[config.mk]
export PLATFORM = sky130hd
export DESIGN_NAME = testport_capture_fifo_flat
export DESIGN_NICKNAME = d
export VERILOG_FILES = /design/src/rtl/testport_capture_fifo_if.sv /design/src/rtl/testport_capture_fifo.sv /design/src/flat_wrapper.sv
export SDC_FILE = /design/constraint.sdc
export NUM_CORES = 1
export LEC_CHECK = 0
export BUFFER_PORTS_ARGS = -buffer_cell sky130_fd_sc_hd__buf_2
export CORE_UTILIZATION = 50
export DETAILED_ROUTE_END_ITERATION = 8
export GPL_ROUTABILITY_DRIVEN = 0
export GPL_TIMING_DRIVEN = 0
export PLACE_DENSITY = 0.8
export SYNTH_ARGS = -nofsm -noshare
export SYNTH_HDL_FRONTEND = slang
export SYNTH_SLANG_ARGS = --single-unit
[constraint.sdc]
create_clock -name clk -period 3.4 [get_ports clk]
set_input_delay 0.17 -clock clk [delete_from_list [all_inputs] [get_ports clk]]
set_output_delay 0.17 -clock clk [all_outputs]
set_load 0.02 [all_outputs]
[src/rtl/testport_capture_fifo_if.sv]
// Bus bundle for testport_capture_fifo: the DMEM write bus it snoops plus the
// valid/ready capture stream it serves to the result checker.
interface testport_capture_fifo_if;
  logic [29:0] addr;
  logic [31:0] data;
  logic        wen;
  logic        out_valid;
  logic        out_ready;
  logic [31:0] out_data;
  logic        out_last;
  logic [15:0] out_stamp;

  // Handshake: the head moves when out_valid & out_ready at posedge clk; out_valid
  // never depends on out_ready, and out_ready while out_valid is low does nothing.
  modport master (
    output addr, data, wen, out_ready,
    input  out_valid, out_data, out_last, out_stamp
  );

  modport slave (
    input  addr, data, wen, out_ready,
    output out_valid, out_data, out_last, out_stamp
  );
endinterface

[src/rtl/testport_capture_fifo.sv]
// Captures test-port writes from the DMEM bus into a small FIFO for the checker.
// Optional macro TPCAP_CYCLE_STAMP_EN adds a per-entry 16-bit cycle stamp.
module testport_capture_fifo #(
  parameter logic [29:0] TEST_PORT    = 30'h10,
  parameter logic [31:0] BEGIN_SYMBOL = 32'h00000168,
  parameter logic [31:0] END_SYMBOL   = 32'hFFFFFD5D,
  parameter int          DEPTH        = 4
) (
  input  logic                   clk,
  input  logic                   rst,
  testport_capture_fifo_if.slave bus,
  output logic                   started,
  output logic                   done,
  output logic                   overflow,
  output logic [7:0]             drop_cnt,
  output logic [1:0]             dbg_state
);

  localparam int AW = $clog2(DEPTH);
  localparam int PW = AW + 1;

  typedef enum logic [1:0] {
    IDLE = 2'd0,
    CAPT = 2'd1,
    DONE = 2'd2
  } state_t;

  state_t state_q, state_d;

  logic          armed_q;
  logic [31:0]   swapped;
  logic          evt;
  logic          is_begin;
  logic          is_end;

  logic [PW-1:0] wr_ptr_q, rd_ptr_q;
  logic [AW-1:0] wr_idx, rd_idx;
  logic [31:0]   mem_data [DEPTH];
  logic          mem_last [DEPTH];
  logic          empty, full;
  logic          pop, push_req, can_accept, push_ok, drop;
  logic          overflow_q;
  logic [7:0]    drop_cnt_q;

  // Bus words are little-endian; the checker wants the most significant byte first.
  assign swapped  = {bus.data[7:0], bus.data[15:8], bus.data[23:16], bus.data[31:24]};
  assign evt      = bus.wen & armed_q & (bus.addr == TEST_PORT);
  assign is_begin = (swapped == BEGIN_SYMBOL);
  assign is_end   = (swapped == END_SYMBOL);

  // A stalled store keeps wen high for several cycles; only its first cycle counts.
  always_ff @(posedge clk) begin
    if (!rst) armed_q <= 1'b1;
    else      armed_q <= ~bus.wen;
  end

  assign wr_idx     = wr_ptr_q[AW-1:0];
  assign rd_idx     = rd_ptr_q[AW-1:0];
  assign empty      = (wr_ptr_q == rd_ptr_q);
  assign full       = (wr_ptr_q[AW] != rd_ptr_q[AW]) && (wr_idx == rd_idx);
  assign pop        = ~empty & bus.out_ready;
  assign can_accept = ~full | pop;
  assign push_ok    = push_req & can_accept;
  assign drop       = push_req & ~can_accept;

  always_ff @(posedge clk) begin
    if (!rst) state_q <= IDLE;
    else      state_q <= state_d;
  end

  always_comb begin
    state_d  = state_q;
    push_req = 1'b0;
    case (state_q)
      IDLE: begin
        if (evt && is_begin) state_d = CAPT;
      end
      CAPT: begin
        if (evt) begin
          push_req = 1'b1;
          // A dropped end symbol leaves capture open.
          if (is_end && can_accept) state_d = DONE;
        end
      end
      DONE: begin
        state_d = DONE;
      end
      default: begin
        state_d = IDLE;
      end
    endcase
  end

  always_ff @(posedge clk) begin
    if (!rst) begin
      wr_ptr_q <= '0;
      rd_ptr_q <= '0;
      for (int i = 0; i < DEPTH; i++) begin
        mem_data[i] <= '0;
        mem_last[i] <= 1'b0;
      end
    end else begin
      if (push_ok) begin
        mem_data[wr_idx] <= swapped;
        mem_last[wr_idx] <= is_end;
        wr_ptr_q         <= wr_ptr_q + PW'(1);
      end
      if (pop) rd_ptr_q <= rd_ptr_q + PW'(1);
    end
  end

  always_ff @(posedge clk) begin
    if (!rst) begin
      overflow_q <= 1'b0;
      drop_cnt_q <= '0;
    end else if (drop) begin
      overflow_q <= 1'b1;
      if (drop_cnt_q != 8'hFF) drop_cnt_q <= drop_cnt_q + 8'd1;
    end
  end

`ifdef TPCAP_CYCLE_STAMP_EN
  logic [15:0] stamp_q;
  logic [15:0] mem_stamp [DEPTH];

  // stamp_q + 1 is the number of cycles since the begin event at this edge.
  always_ff @(posedge clk) begin
    if (!rst) begin
      stamp_q <= '0;
      for (int i = 0; i < DEPTH; i++) mem_stamp[i] <= '0;
    end else begin
      if (state_q == IDLE && state_d == CAPT) stamp_q <= '0;
      else if (state_q == CAPT)               stamp_q <= stamp_q + 16'd1;
      if (push_ok) mem_stamp[wr_idx] <= stamp_q + 16'd1;
    end
  end

  assign bus.out_stamp = mem_stamp[rd_idx];
`else
  assign bus.out_stamp = 16'h0000;
`endif

  assign bus.out_valid = ~empty;
  assign bus.out_data  = mem_data[rd_idx];
  assign bus.out_last  = mem_last[rd_idx];

  assign started   = (state_q != IDLE);
  assign done      = (state_q == DONE);
  assign overflow  = overflow_q;
  assign drop_cnt  = drop_cnt_q;
  assign dbg_state = state_q;

endmodule

[src/flat_wrapper.sv]
// flat-port wrapper written by rule: the top's interface ports become plain ports
module testport_capture_fifo_flat 
#(
  parameter logic [29:0] TEST_PORT    = 30'h10,
  parameter logic [31:0] BEGIN_SYMBOL = 32'h00000168,
  parameter logic [31:0] END_SYMBOL   = 32'hFFFFFD5D,
  parameter int          DEPTH        = 4
)
  (clk, rst, started, done, overflow, drop_cnt, dbg_state, bus_addr, bus_data, bus_wen, bus_out_ready, bus_out_valid, bus_out_data, bus_out_last, bus_out_stamp);
  testport_capture_fifo_if bus_i ();
  input  logic clk;
  input  logic rst;
  output logic started;
  output logic done;
  output logic overflow;
  output logic [7:0] drop_cnt;
  output logic [1:0] dbg_state;
  input wire logic [$bits(bus_i.addr)-1:0] bus_addr;
  input wire logic [$bits(bus_i.data)-1:0] bus_data;
  input wire logic [$bits(bus_i.wen)-1:0] bus_wen;
  input wire logic [$bits(bus_i.out_ready)-1:0] bus_out_ready;
  output wire logic [$bits(bus_i.out_valid)-1:0] bus_out_valid;
  output wire logic [$bits(bus_i.out_data)-1:0] bus_out_data;
  output wire logic [$bits(bus_i.out_last)-1:0] bus_out_last;
  output wire logic [$bits(bus_i.out_stamp)-1:0] bus_out_stamp;
  assign bus_i.addr = bus_addr;
  assign bus_i.data = bus_data;
  assign bus_i.wen = bus_wen;
  assign bus_i.out_ready = bus_out_ready;
  assign bus_out_valid = bus_i.out_valid;
  assign bus_out_data = bus_i.out_data;
  assign bus_out_last = bus_i.out_last;
  assign bus_out_stamp = bus_i.out_stamp;
  testport_capture_fifo #(.TEST_PORT(TEST_PORT), .BEGIN_SYMBOL(BEGIN_SYMBOL), .END_SYMBOL(END_SYMBOL), .DEPTH(DEPTH)) u_core (.clk(clk), .rst(rst), .bus(bus_i), .started(started), .done(done), .overflow(overflow), .drop_cnt(drop_cnt), .dbg_state(dbg_state));
endmodule
-- After elaboration in Yosys (flattened, before gate mapping)
Memory sizes are Yosys's and may differ from the RTL's. A register that Yosys moved wholly into a read port is not among the register bits.
Cells that the tools add are included.
- register bits: 18
- bits in latches: 0
- RAM bits: 132
- memory bits (read-only): 0
- input port bits: 66
- output and inout port bits: 63
- word-level logic and storage cells: 62
- memories: 2
- memory list (memory ; words ; bits a word ; rd ports ; clocked after Yosys merged registers in ; wr ports ; line ; source):
    u_core.mem_data ; 4 ; 32 ; 1 ; 1 ; 4 ; testport_capture_fifo.sv:38 ; logic [31:0] mem_data [DEPTH];
    u_core.mem_last ; 4 ; 1 ; 1 ; 1 ; 4 ; testport_capture_fifo.sv:39 ; logic mem_last [DEPTH];
- $add $sub $neg: 3
- multiply operators: 0
- divide/modulo/power cells: 0
- magnitude comparators: 0
- equality and inequality tests: 12
- shift operators: 0
- multiplexer cells: 20
- bitwise logic cells: 10
- reductions and logical operators: 9
- operators with widths (operator ; count):
    32-bit == test, second input constant ; 1
    32-bit by 9-bit == test with 1-bit output, second input constant ; 1
    32-bit 2-to-1 mux ; 1
    32-bit OR reduction ; 1
    30-bit by 5-bit == test with 1-bit output, second input constant ; 1
    2-bit 2-to-1 mux ; 9
    1-bit 2-to-1 mux ; 9
    8-bit by 1-bit adder with 8-bit output, second input constant ; 1
    8-bit != test, second input constant ; 1
    3-bit by 1-bit adder with 3-bit output, second input constant ; 2
    2-bit by 1-bit != test with 1-bit output, second input constant ; 3
    2-bit one-hot mux with 3 select lines ; 1
    1-bit bitwise AND ; 5
    1-bit inverter ; 4
    3-bit == test ; 1
    1-bit logical AND ; 3
    3-bit AND reduction ; 1
    2-bit by 1-bit == test with 1-bit output, second input constant ; 1
    2-bit == test ; 1
    2-bit == test, second input constant ; 1
    2-bit logical NOT ; 1
    2-bit AND reduction ; 1
    2-bit nonzero test ; 1
    1-bit != test ; 1
    2 further kinds ; 2

-- Depth between registers and ports, before layout
- depth after elaboration: 10
- mapped depth: 8
- depth with buffers taken out: 7

-- Worst setup path before layout
Ideal clock, no wire load.
- kind: register -> register
- start: register u_core.state_q[0] (netlist: u_core.dbg_state[0])
- end: memory u_core.mem_data[2][0], enable pin
- library setup time: 394 ps
- arrival time: 2622 ps
- required time: 3006 ps
- path slack: 384 ps
- cell stages (with the launch flop): 7
- path buffers: 0
- clock period less this slack: 3016 ps
- cell sequence: dfxtp_1 -> ha_1 -> inv_1 -> nor4_4 -> nand2_1 -> nor3b_2 -> nand2b_1
- RTL lines (item ; line ; source):
    from (decl) ; testport_capture_fifo.sv:28 ; state_t state_q, state_d;
    from (signal assigned) ; testport_capture_fifo.sv:68 ; else state_q <= state_d;
    to (decl) ; testport_capture_fifo.sv:38 ;

==> results.md <==
Outcome:
- The run finished with clean final reports.

Setup path:
- The critical path starts at bus_wen.
- The startpoint of the lowest-slack register-to-register path is u_core.wr_ptr_q[1].
- In this run the critical register-to-register path is captured at u_core.mem_data[1][21].
- The critical path in this run is classified as primary input to flop.
- The biggest cell delay along the critical path is ~640 ps.
- The critical path crosses 9 cells after its start point.
- The slowest library cell on the worst path is sky130_fd_sc_hd__nor4_4.
- The worst endpoint required time is about 3500 ps.
- Data arrives at the worst endpoint at 3360 ps.
- Traced cell by cell, the critical path runs through dlygate4sd3_1 -> buf_2 -> and4b_1 -> nand4_1 -> nor4_4 -> nand2_1 -> nor3b_2 -> nand2b_4 -> buf_16.
- On the critical path the largest part of the delay comes from simple AND/OR/NAND/NOR gates.
- Along the worst path, the maximum fanout reaches 17.
- Measured in cells, the most critical reg-to-reg path has a length of 7.
- The worst reg-to-reg setup slack is 200 ps.
- The critical path ends at u_core.mem_data[1][21].
- The element type at the critical path start is a primary input.
- The worst setup path is captured at a flop.
- The combined buffer and inverter count along the critical path is 3.

Route:
- The average routed wire per standard cell is 19.3 um.
- The post-detailed-route DRC marker count is 0.
- After detailed routing, the total wire length is 16000 um.
- The number of optimization iterations in the first detailed-route pass is 5.
- Dividing the detail-routed via count by the number of cells gives between 5 and 6.
- Detailed routing inserted a total of 4610 vias.
- The count of nets left with antenna violations once routing finished came out at 0.
- The first-iteration detailed-routing DRC count is 393.

Timing:
- The slack of the critical path is 151 ps.
- The worst slew slack as a fraction of its limit is about two fifths.
- The minimum period implied by the final worst setup slack is 3250 ps.
- At the pin with the least slew margin, the transition time is ~910 ps.
- Setup repair after global routing could not meet its margin everywhere.
- The highest attainable clock frequency is 308 MHz.
- The number of hold violations in the final report was 0.
- The worst hold margin is 80.0 ps.
- Setup violations remaining at the end of the flow were counted as 0.
- The count of pins over their slew limit is 0.
- For the final database, setup skew stands at just under 10 ps.
- After layout, the worst path uses 95.6% of the clock period.

Yosys:
- After synthesis the netlist holds a flip-flop and latch count of 152.
- The cell with the most instances after synthesis is sky130_fd_sc_hd__edfxtp_1.
- The share of the Yosys chip area taken by registers is 62.4%.
- The count of mapped cells out of synthesis is between 400 and 500.
- After synthesis, the cell types taking the most area are sky130_fd_sc_hd__edfxtp_1 (56%), sky130_fd_sc_hd__mux4_2 (11%), sky130_fd_sc_hd__and2_1 (8.7%), sky130_fd_sc_hd__dfxtp_1 (6.6%), sky130_fd_sc_hd__and3_1 (2.9%).
- During synthesis, Yosys emitted a total of 0 warnings.
- Among all flip-flop cells after synthesis, the most frequent one is sky130_fd_sc_hd__edfxtp_1.
- The largest area contributor in the netlist is sky130_fd_sc_hd__edfxtp_1.
- Summed over its instances, the top area cell type makes up a little under three fifths of the synthesized netlist area.
- Of all flip-flops after synthesis, the portion carrying an async set or reset was 0%.
- The count of different cell masters after synthesis is 36.
- In this run the mean area of a mapped cell was 14.2 um2.
- The synthesized area is 6950 um2.
- By count the netlist is led by sky130_fd_sc_hd__edfxtp_1 (129), sky130_fd_sc_hd__and2_1 (97), sky130_fd_sc_hd__mux4_2 (33).
- The number of flops mapped to enable cells by yosys is 129.

Placed design:
- After legalization and detailed placement, the total HPWL measured around 11000 um.
- The quantity of I/O buffers inserted on ports is 112.
- Timing analysis after detailed placement gives a worst setup slack of -182 ps.

Finish:
- After the last flow step, the layout net total stands at 711.
- The sequential cells in the finished layout cover a total of 4330 um2.
- The area occupied by multi-input gates is 2470 um2.
- The synthesis-to-finish area growth is 22.3%.
- The layout has 1004 filler cells.
- The share of layout cells above drive strength 1 is between 30% and 40%.
- The number of antenna diodes in the final layout is 0.

Global routing:
- The overall routing resource usage is 23.3%.
- Entering global routing, the biggest net connects 34 pins.
- The first-pass GRT wire length is between 20000 and 25000 um.
- For this run the aggregate overflow at the end of global routing stands at 0.
- The number of global-route vias before repair is 4734.
- The initial antenna violation count is 0.

Clock tree:
- CTS saw between 150 and 200 sinks.
- The longest clock path from root to sink contains 2 buffers.
- The clock network latency to the later pin of the worst-skew pair is 420 ps.
- Buffers added to address setup during post-CTS repair amount to 0.
- The H-tree depth is 4.
- The master cell of the clock root buffer is sky130_fd_sc_hd__clkbuf_16.
- After clock tree synthesis, the clock-pin slew on the worst setup and hold paths is 60 ps.
- The TritonCTS clock tree is built.
- TritonCTS created 17 clock buffers.

Floorplanning:
- The initial utilization of the core area, before any placement, comes to 51.9%.
- The floorplan step set the die width to 120 um.
- The total core area is roughly 13000 um2.
- The die covers ~14000 um2.
- The number of primary I/O pins is 129.
- The vertical die dimension is 120 um.
- The number of placement rows is 42.

Power and ir drop:
- The post-layout total power is between 0.004 and 0.005 W.
- The analysis attributes to cell leakage a power of 3.26 nW.
- The power density relative to cell area is 503 nW/um2.
- Across the VDD grid, the largest voltage drop is about 350 uV.

Hold path:
- In this run the worst hold path is classified as primary input to flop.

Job:
- Across the run, the number of max-cap violations was 0.
-- cell usage in the layout (no fill, tap or decap), drive strengths merged, types with 4 or more instances in the layout --
cell type and instances:
xor2 6, ha 7, nor2 17, mux4 33, nand4 10, nand3 9
and3 32, buf 134, nand2 18, clkinvlp 5, clkbuf 44, inv 7
nor3 5, nor4 18, conb 16, edfxtp 129, mux2i 6, nand2b 4
xnor2 7, and2 97, dfxtp 23
-- cells by family after synthesis --
kind of cell / Yosys count / synth area share [%]
buf+inv: 49 / 3.53
xor+xnor: 13 / 1.64
fa+ha+maj: 7 / 1.26
flops: 152 / 62.4
compound gates: 6 / 0.504
other cells: 1 / 0.0540
mux: 39 / 11.6
simple gates: 221 / 19.1
-- final cells by class --
| type | instances | area share (%) |
|---|---|---|
| Inverter | 6 | 0.265 |
| Timing Repair Buffer | 115 | 7.36 |
| Sequential cell | 152 | 51.0 |
| Clock inverter | 11 | 1.72 |
| Buffer | 43 | 2.62 |
| Clock buffer | 21 | 5.42 |
| Multi-Input combinational cell | 303 | 29.0 |
| Tap cell | 176 | 2.59 |
-- report_power, final --
part | internal (W) | leakage [nW] | switching [W]
Sequential | 0.00209 | 1.41 | 0.0000228
Clock | 0.00119 | 0.282 | 0.000719
Combinational | 0.0000935 | 1.57 | 0.000151
-- per-layer routing --
layer	track usage, %	part of all wire (%)	up-vias
met3	5.23	7.0	17
met2	39.2	51	210
li1	-	-	2101
met5	0	0	-
met4	7.81	1.5	0
met1	29.9	40	2282
-- stage by stage --
stage	instances	setup TNS (ps)	util, %	area (um2)
floorplan	503	0	-	7010
global placement	791	-76170	58.1	7790
detailed placement	793	-6090	58.6	7850
CTS	826	0	63.2	8470
global route	827	-90.3	63.4	8500
finish	827	0	63.4	8500
-- worst min-delay path by stage --
stage                     cells past startpoint  slack (ps)         start                     to
after detailed placement                      2         350       bus_wen         u_core.armed_q
after global placement                        2         340       bus_wen         u_core.armed_q
after floorplan                               1         230       bus_wen         u_core.armed_q
after global routing                          2          80  bus_data[16]  u_core.mem_data[0][8]
final                                         2          80  bus_data[27]  u_core.mem_data[1][3]
after CTS                                     2          70  bus_data[27]  u_core.mem_data[1][3]
-- flip-flops by register name (all words and copies together) (netlist names), named ones only --
name	flops
u_core.overflow	1
u_core.mem_last	4
u_core.drop_cnt	8
u_core.wr_ptr_q	3
u_core.rd_ptr_q	3
u_core.mem_data	128
u_core.armed_q	1
u_core.dbg_state	2
-- worst register-to-register path, cell delays in order, from the launching register on --
cell and delay (ps):
sky130_fd_sc_hd__dfxtp_1 490, sky130_fd_sc_hd__xor2_1 280, sky130_fd_sc_hd__nor4_1 140, sky130_fd_sc_hd__nor4_4 530, sky130_fd_sc_hd__nand2_1 280, sky130_fd_sc_hd__nor3b_2 540, sky130_fd_sc_hd__nand2b_4 440, sky130_fd_sc_hd__buf_16 210
-- what timing repair did --
action	in CTS	in global routing
endpoints found under the hold margin	1	0
hold buffers	1	0
gates cloned	0	1
resized for setup	1	3
endpoints found under the setup margin	32	66
Power figures use the tool's default switching activity.
